<file path="src/rtl/malu_pkg.sv">
// Shared types and decode helpers for the sequential RV32M/RV64M multiply/divide unit.
// Latency: n/a (types and pure functions only).
// Backpressure: n/a.
package malu_pkg;

   // funct3 encoding of the M-extension ops
   typedef enum logic [2:0] {
      OP_MUL    = 3'b000,
      OP_MULH   = 3'b001,
      OP_MULHSU = 3'b010,
      OP_MULHU  = 3'b011,
      OP_DIV    = 3'b100,
      OP_DIVU   = 3'b101,
      OP_REM    = 3'b110,
      OP_REMU   = 3'b111
   } op_t;

   typedef enum logic [2:0] {
      ST_IDLE,
      ST_MUL,
      ST_DIV,
      ST_FIX,
      ST_DONE
   } state_t;

   function automatic logic is_div(input op_t op);
      return op inside {OP_DIV, OP_DIVU, OP_REM, OP_REMU};
   endfunction

   function automatic logic is_rem(input op_t op);
      return op inside {OP_REM, OP_REMU};
   endfunction

   // rs1 is treated as two's complement
   function automatic logic is_signed_x(input op_t op);
      return op inside {OP_MULH, OP_MULHSU, OP_DIV, OP_REM};
   endfunction

   // rs2 is treated as two's complement
   function automatic logic is_signed_y(input op_t op);
      return op inside {OP_MULH, OP_DIV, OP_REM};
   endfunction

endpackage

</file>
<file path="src/rtl/malu_seq_div_iter.sv">
// Unsigned radix-2 restoring divider core: one quotient bit per cycle.
// Latency: XLEN cycles after the start edge; done is high in the cycle whose edge retires the last bit.
// Backpressure: none; abort drops the operation, a new start reloads it.
module div_iter #(
   parameter int XLEN = 32
) (
   input  logic            clk,
   input  logic            rst_n,
   input  logic            start,
   input  logic            abort,
   input  logic [XLEN-1:0] dividend,
   input  logic [XLEN-1:0] divisor,
   output logic            done,
   output logic [XLEN-1:0] quo,
   output logic [XLEN-1:0] rem
);

   localparam int CW = $clog2(XLEN);

   logic            running;
   logic [CW-1:0]   cnt;
   logic [XLEN-1:0] dvsr;
   logic [XLEN:0]   trial;
   logic [XLEN:0]   diff;

   // shift the next dividend bit into the partial remainder and try subtracting the divisor
   always_comb begin
      trial = {rem, quo[XLEN-1]};
      diff  = trial - {1'b0, dvsr};
   end

   assign done = running && (cnt == CW'(XLEN - 1));

   // quotient bits are shifted into quo as the dividend bits are shifted out of it
   always_ff @(posedge clk or negedge rst_n) begin
      if (!rst_n) begin
         running <= 1'b0;
         cnt     <= '0;
         dvsr    <= '0;
         quo     <= '0;
         rem     <= '0;
      end else if (abort) begin
         running <= 1'b0;
         cnt     <= '0;
      end else if (start) begin
         running <= 1'b1;
         cnt     <= '0;
         dvsr    <= divisor;
         quo     <= dividend;
         rem     <= '0;
      end else if (running) begin
         if (diff[XLEN]) begin
            rem <= trial[XLEN-1:0];
            quo <= {quo[XLEN-2:0], 1'b0};
         end else begin
            rem <= diff[XLEN-1:0];
            quo <= {quo[XLEN-2:0], 1'b1};
         end
         cnt <= cnt + 1'b1;
         if (done) begin
            running <= 1'b0;
         end
      end
   end

endmodule

</file>
<file path="src/rtl/malu_seq.sv">
// Multi-cycle M-extension unit: pipelined-latency multiply, iterative restoring divide with early-out.
// Latency: multiply MUL_STAGES, normal divide XLEN+1, divide special cases 1 cycle after accept.
// Backpressure: o_ready only in IDLE; result held in DONE until i_ready; i_kill aborts from any state.
module malu_seq
   import malu_pkg::*;
#(
   parameter int XLEN       = 32,
   parameter int MUL_STAGES = 2
) (
   input  logic            i_clk,
   input  logic            i_rst_n,
   input  logic            i_valid,
   output logic            o_ready,
   input  logic [2:0]      i_op,
   input  logic [XLEN-1:0] i_x,
   input  logic [XLEN-1:0] i_y,
   input  logic            i_kill,
   output logic            o_valid,
   input  logic            i_ready,
   output logic [XLEN-1:0] o_res,
   output logic            o_busy
);

   localparam logic [XLEN-1:0] MOST_NEG = {1'b1, {(XLEN-1){1'b0}}};

   state_t          state;
   op_t             op_q;
   logic [XLEN-1:0] x_q;
   logic [XLEN-1:0] y_q;
   logic [2:0]      cnt;

   op_t             op_in;
   logic            accept;
   logic [XLEN-1:0] x_mag;
   logic [XLEN-1:0] y_mag;

   logic            div_start;
   logic            div_abort;
   logic            div_done;
   logic [XLEN-1:0] div_quo;
   logic [XLEN-1:0] div_rem;

   logic            div_special;
   logic [XLEN-1:0] special_res;
   logic            quo_neg;
   logic            rem_neg;
   logic [XLEN-1:0] fix_res;

   logic signed [2*XLEN+1:0] mx;
   logic signed [2*XLEN+1:0] my;
   logic signed [2*XLEN+1:0] prod;
   logic [XLEN-1:0]          mul_res;
   logic                     unused_prod_top;

   assign o_ready = (state == ST_IDLE);
   assign o_busy  = (state != ST_IDLE);
   assign op_in   = op_t'(i_op);
   assign accept  = i_valid && o_ready && !i_kill;

   // operand magnitudes feed the divider straight from the request so it starts on the accept edge
   always_comb begin
      x_mag = (is_signed_x(op_in) && i_x[XLEN-1]) ? -i_x : i_x;
      y_mag = (is_signed_y(op_in) && i_y[XLEN-1]) ? -i_y : i_y;
   end

   // y==0 and signed overflow bypass the iteration; detected in the first DIV cycle on held operands
   always_comb begin
      special_res = '0;
      div_special = 1'b0;
      if (y_q == '0) begin
         div_special = 1'b1;
         special_res = is_rem(op_q) ? x_q : '1;
      end else if (is_signed_y(op_q) && (x_q == MOST_NEG) && (y_q == '1)) begin
         div_special = 1'b1;
         special_res = is_rem(op_q) ? '0 : x_q;
      end
   end

   assign div_start = accept && is_div(op_in);
   assign div_abort = i_kill || ((state == ST_DIV) && (cnt == 3'd0) && div_special);

   div_iter #(
      .XLEN (XLEN)
   ) u_div (
      .clk      (i_clk),
      .rst_n    (i_rst_n),
      .start    (div_start),
      .abort    (div_abort),
      .dividend (x_mag),
      .divisor  (y_mag),
      .done     (div_done),
      .quo      (div_quo),
      .rem      (div_rem)
   );

   // restore signs: quotient negative when signs differ, remainder takes the sign of x
   always_comb begin
      quo_neg = is_signed_x(op_q) && (x_q[XLEN-1] ^ y_q[XLEN-1]);
      rem_neg = is_signed_x(op_q) && x_q[XLEN-1];
      if (is_rem(op_q)) begin
         fix_res = rem_neg ? -div_rem : div_rem;
      end else begin
         fix_res = quo_neg ? -div_quo : div_quo;
      end
   end

   // one wide signed product covers all four multiplies; the MUL dwell gives it MUL_STAGES cycles to settle
   always_comb begin
      mx      = {{(XLEN+2){is_signed_x(op_q) & x_q[XLEN-1]}}, x_q};
      my      = {{(XLEN+2){is_signed_y(op_q) & y_q[XLEN-1]}}, y_q};
      prod    = mx * my;
      mul_res = (op_q == OP_MUL) ? prod[XLEN-1:0] : prod[2*XLEN-1:XLEN];
   end

   assign unused_prod_top = ^prod[2*XLEN+1:2*XLEN];

   // control FSM with registered result and valid; kill wins over accept and over i_ready
   always_ff @(posedge i_clk or negedge i_rst_n) begin
      if (!i_rst_n) begin
         state   <= ST_IDLE;
         op_q    <= OP_MUL;
         x_q     <= '0;
         y_q     <= '0;
         cnt     <= '0;
         o_valid <= 1'b0;
         o_res   <= '0;
      end else if (i_kill) begin
         state   <= ST_IDLE;
         cnt     <= '0;
         o_valid <= 1'b0;
         o_res   <= '0;
      end else begin
         case (state)
            ST_IDLE: begin
               if (i_valid) begin
                  op_q  <= op_in;
                  x_q   <= i_x;
                  y_q   <= i_y;
                  cnt   <= '0;
                  state <= is_div(op_in) ? ST_DIV : ST_MUL;
               end
            end
            ST_MUL: begin
               if (cnt == 3'(MUL_STAGES - 1)) begin
                  o_res   <= mul_res;
                  o_valid <= 1'b1;
                  state   <= ST_DONE;
               end else begin
                  cnt <= cnt + 3'd1;
               end
            end
            ST_DIV: begin
               cnt <= 3'd1;
               if ((cnt == 3'd0) && div_special) begin
                  o_res   <= special_res;
                  o_valid <= 1'b1;
                  state   <= ST_DONE;
               end else if (div_done) begin
                  state <= ST_FIX;
               end
            end
            ST_FIX: begin
               o_res   <= fix_res;
               o_valid <= 1'b1;
               state   <= ST_DONE;
            end
            ST_DONE: begin
               if (i_ready) begin
                  o_valid <= 1'b0;
                  state   <= ST_IDLE;
               end
            end
            default: begin
               state <= ST_IDLE;
            end
         endcase
      end
   end

endmodule

</file>
<file path="config.mk">
export PLATFORM = sky130hd
export DESIGN_NAME = malu_seq
export DESIGN_NICKNAME = d
export VERILOG_FILES = /design/src/rtl/malu_pkg.sv /design/src/rtl/malu_seq_div_iter.sv /design/src/rtl/malu_seq.sv
export SDC_FILE = /design/constraint.sdc
export NUM_CORES = 2
export LEC_CHECK = 0
export CORE_MARGIN = 5
export CORE_UTILIZATION = 39
export DETAILED_ROUTE_END_ITERATION = 7
export SLEW_MARGIN = 20
export SYNTH_ARGS = -nofsm -noshare
export SYNTH_HDL_FRONTEND = slang
export SYNTH_SLANG_ARGS = --single-unit
</file>
<file path="constraint.sdc">
create_clock -name i_clk -period 9.2 [get_ports i_clk]
set_input_delay 0.92 -clock i_clk [delete_from_list [all_inputs] [get_ports i_clk]]
set_output_delay 0.92 -clock i_clk [all_outputs]
set_load 0.01 [all_outputs]
</file>
==> results summary <==
The flow ran to the end, and the final reports show no timing, DRC or antenna violations. The flip-flop and latch count after synthesis came out at approximately 210. The tightest min-delay check is of the in2async type. The wire length of the first global-routing pass came out at 252000 um. TritonCTS built the clock tree. In the final routed layout, each cell accounts on average for around 20 um. The number of routed nets with antenna violations is 0.

The global placement routability congestion is 0.957. The length of the first detailed-routing pass in iterations came out at 5. The boundary pin count came out at about 110. The synthesized netlist contains approximately 80 unique library cells.

The initial antenna violation count came out at 10. The die outline area is about 140000 um^2. The largest individual stage delay along the critical path comes from the cell dfrtp_1. In the synthesized netlist the async set-or-reset flop fraction comes to 100%. In the layout the commonest cells are inv_1 (1245), nand2_1 (1152), fa_1 (1125).

In this run the number of H-tree levels came out at 1. The count of flip-flops with a built-in enable after synthesis came out at 0. Synthesis produced a netlist whose cell count is roughly 6000. The fmax came out at roughly 110 MHz. Summed over all nets, the half-perimeter wirelength after detailed placement is 132000 um.

The clock arrives with 0.0110 ns of skew. The worst-margin pin slew is roughly 1.2 ns. The source-to-sink clock delay at the later pin of the worst-skew pair is between 0.5 and 0.6 ns. The post-route netlist has between 4 and 5% of its cells at a drive strength greater than 1. The number of buffers inserted for hold repair after clock tree synthesis is 0. STA classifies the critical path startpoint as a flip-flop. The number of slew-limit violations in the final report came to 0. In this run the mean area of a mapped cell was around 8.6 um^2.

The area growth from synthesis to final layout is 8.11%. The maximum cell stage delay along the critical path is around 0.9 ns. The data required time of the worst path is 9.62 ns. The utilization after layout came out at 42.3%. After routing, the total negative slack on setup checks comes to 0 ns.

Data on the critical path arrives at its endpoint at 9.34 ns. The cell family contributing the most delay on the critical path is adder cells. For the worst flop-to-flop path, the logic depth is 25.

The maximum buffer depth of the clock tree came out at 3. The final period demand of the worst path came out at 8.92 ns. The total standard cell area after synthesis came out at 52200 um^2.

The share of the Yosys chip area taken by registers is 9.97%. The critical path in this run is classified as reg2reg. The number of nets handed over by synthesis was 7521. The number of max-cap violations came out at 0. The number of buffers and inverters on the critical path is 6. Once placement completed, the tool counted placed cells totaling 7728. The library cell used most frequently in the layout, excluding fill and tap cells, is inv_1. During synthesis, Yosys emitted a total of 0 warnings. The final clock period utilization by the worst path is 96.9%.

The sum of routed wire length over all layers is 159000 um. The most numerous cell type found on the critical path is fa_1. The count of input and output buffers is between 100 and 150. The maximum fanout along the worst path came out at 19.

The routed layout has 41000 vias. Clock tree synthesis selected as its root buffer the cell clkbuf_16. After the last flow step, the layout net total stands at approximately 7400. For this run, the total global-route usage over all layers was measured as between 20% and 30%. STA classifies the critical path endpoint as a flip-flop. The via count of the first global-routing pass is approximately 43000. The count of unresolved DRC violations after routing is 0. The pin count of the biggest net entering global routing came out at 101. The die outline width came out at between 300 and 400 um. The hold violation total from the final report came to 0. The total overflow reported by the global router is 0. The path length in cells of the critical path came out at 25. The number of standard cells in the layout, taps in and fillers out came out at about 7800.

The number of buffers added by the clock tree synthesis step came out at 26. The remaining max-slew budget at the tightest pin is about a fifth. The iteration-0 DRC count of the detailed router is 3052. Among all flip-flop cells after synthesis, the most frequent one is dfrtp_1. The clock transition time at the flip-flop clock pins of the worst setup and hold paths came out at 0.06 ns. The total number of clock tree sinks came out at around 210. In the routed layout, each cell is associated on average with a via count of roughly 5.3. The area of the core is 133000 um^2. The number of placement rows came out at ~130.

Setup violations remaining at the end of the flow were counted as 0. Setup repair after global routing left no endpoint under its margin. The initial core utilization came out at between 30% and 40%.

The die extent in y is around 380 um.
==> layer usage <==
metal  part of all wire, %  routed length (um)  vias to the layer above  GRT usage, %
li1                      -                   -                    18200             -
met4                   2.8                4420                        4          5.34
met2                    48               76100                     1308          37.9
met3                   6.3               10100                      220          2.72
met5                 0.020                  32                        -             0
met1                    43               68500                    21300          31.7
==> layout make-up <==
| type | instances | area [um^2] |
|---|---|---|
| Fill cell | 13200 | 76800 |
| Multi-Input combinational cell | 4236 | 41000 |
| Clock buffer | 42 | 842 |
| Inverter | 1246 | 4680 |
| Antenna cell | 7 | 17.5 |
| Sequential cell | 208 | 5210 |
| Clock inverter | 6 | 55.1 |
| Timing Repair Buffer | 271 | 2470 |
| Tap cell | 1768 | 2210 |
==> synth_stat cells (42+ instances only) <==
master | n | area share (%)
a21o_1 | 50 | 0.72
a21oi_1 | 206 | 2.0
and2_1 | 315 | 3.8
clkbuf_1 | 361 | 2.6
dfrtp_1 | 208 | 10
fa_1 | 1126 | 43
ha_1 | 254 | 6.1
inv_1 | 1246 | 9.0
nand2_1 | 1153 | 8.3
nand3_1 | 53 | 0.51
nor2_1 | 185 | 1.3
nor3_1 | 42 | 0.40
o21ai_0 | 159 | 1.5
xnor2_1 | 128 | 2.1
xor2_1 | 84 | 1.4
==> kinds of logic (layout without fill, tap and decap cells) <==
| logic type | Yosys count | after routing | synth area share, % |
|---|---|---|---|
| simple gates | 1945 | 1945 | 16.9 |
| buf+inv | 1625 | 1565 | 11.7 |
| fa+ha+maj | 1380 | 1380 | 49.3 |
| compound gates | 688 | 688 | 8.39 |
| xor+xnor | 212 | 212 | 3.56 |
| flops | 208 | 208 | 9.97 |
| mux | 11 | 11 | 0.211 |
| other cells | 0 | 7 | 0 |
==> worst paths after layout <==
kind	to	start	slack [ns]
min reg2reg	u_div.dvsr[16]	u_div.dvsr[16]	0.48
min in group i_clk	u_div.dvsr[16]	u_div.dvsr[16]	0.48
max in group asynchronous	u_div.rem[6]	i_rst_n	7.42
max	o_res[24]	x_q[13]	0.28
min	u_div.dvsr[15]	i_rst_n	0.39
max reg2reg	o_res[24]	x_q[13]	0.28
==> flip-flops by register name, indices dropped and copies added (netlist names), 5 cells and up <==
| name | cells |
|---|---|
| x_q | 32 |
| y_q | 32 |
| u_div.dvsr | 32 |
| u_div.quo | 32 |
| o_res | 32 |
| u_div.rem | 32 |
| u_div.cnt | 5 |
==> repair_timing <==
action | in CTS | in global routing
gates resized for setup | 0 | 5
setup endpoints to repair | 0 | 2
buffers inserted | 0 | 0
==> per-stage QoR <==
step	cell area (um^2)	setup slack [ns]	hold slack (ns)
after global routing	56400	0.0380	0.425
after detailed placement	55500	0.398	0.471
after floorplan	52200	0.290	0.450
after CTS	56400	0.373	0.396
final	56400	0.281	0.386
after global placement	55500	0.482	0.466
Power is not shown: default switching activity piles up to over one toggle a cycle in this logic, so the estimate is an artifact.
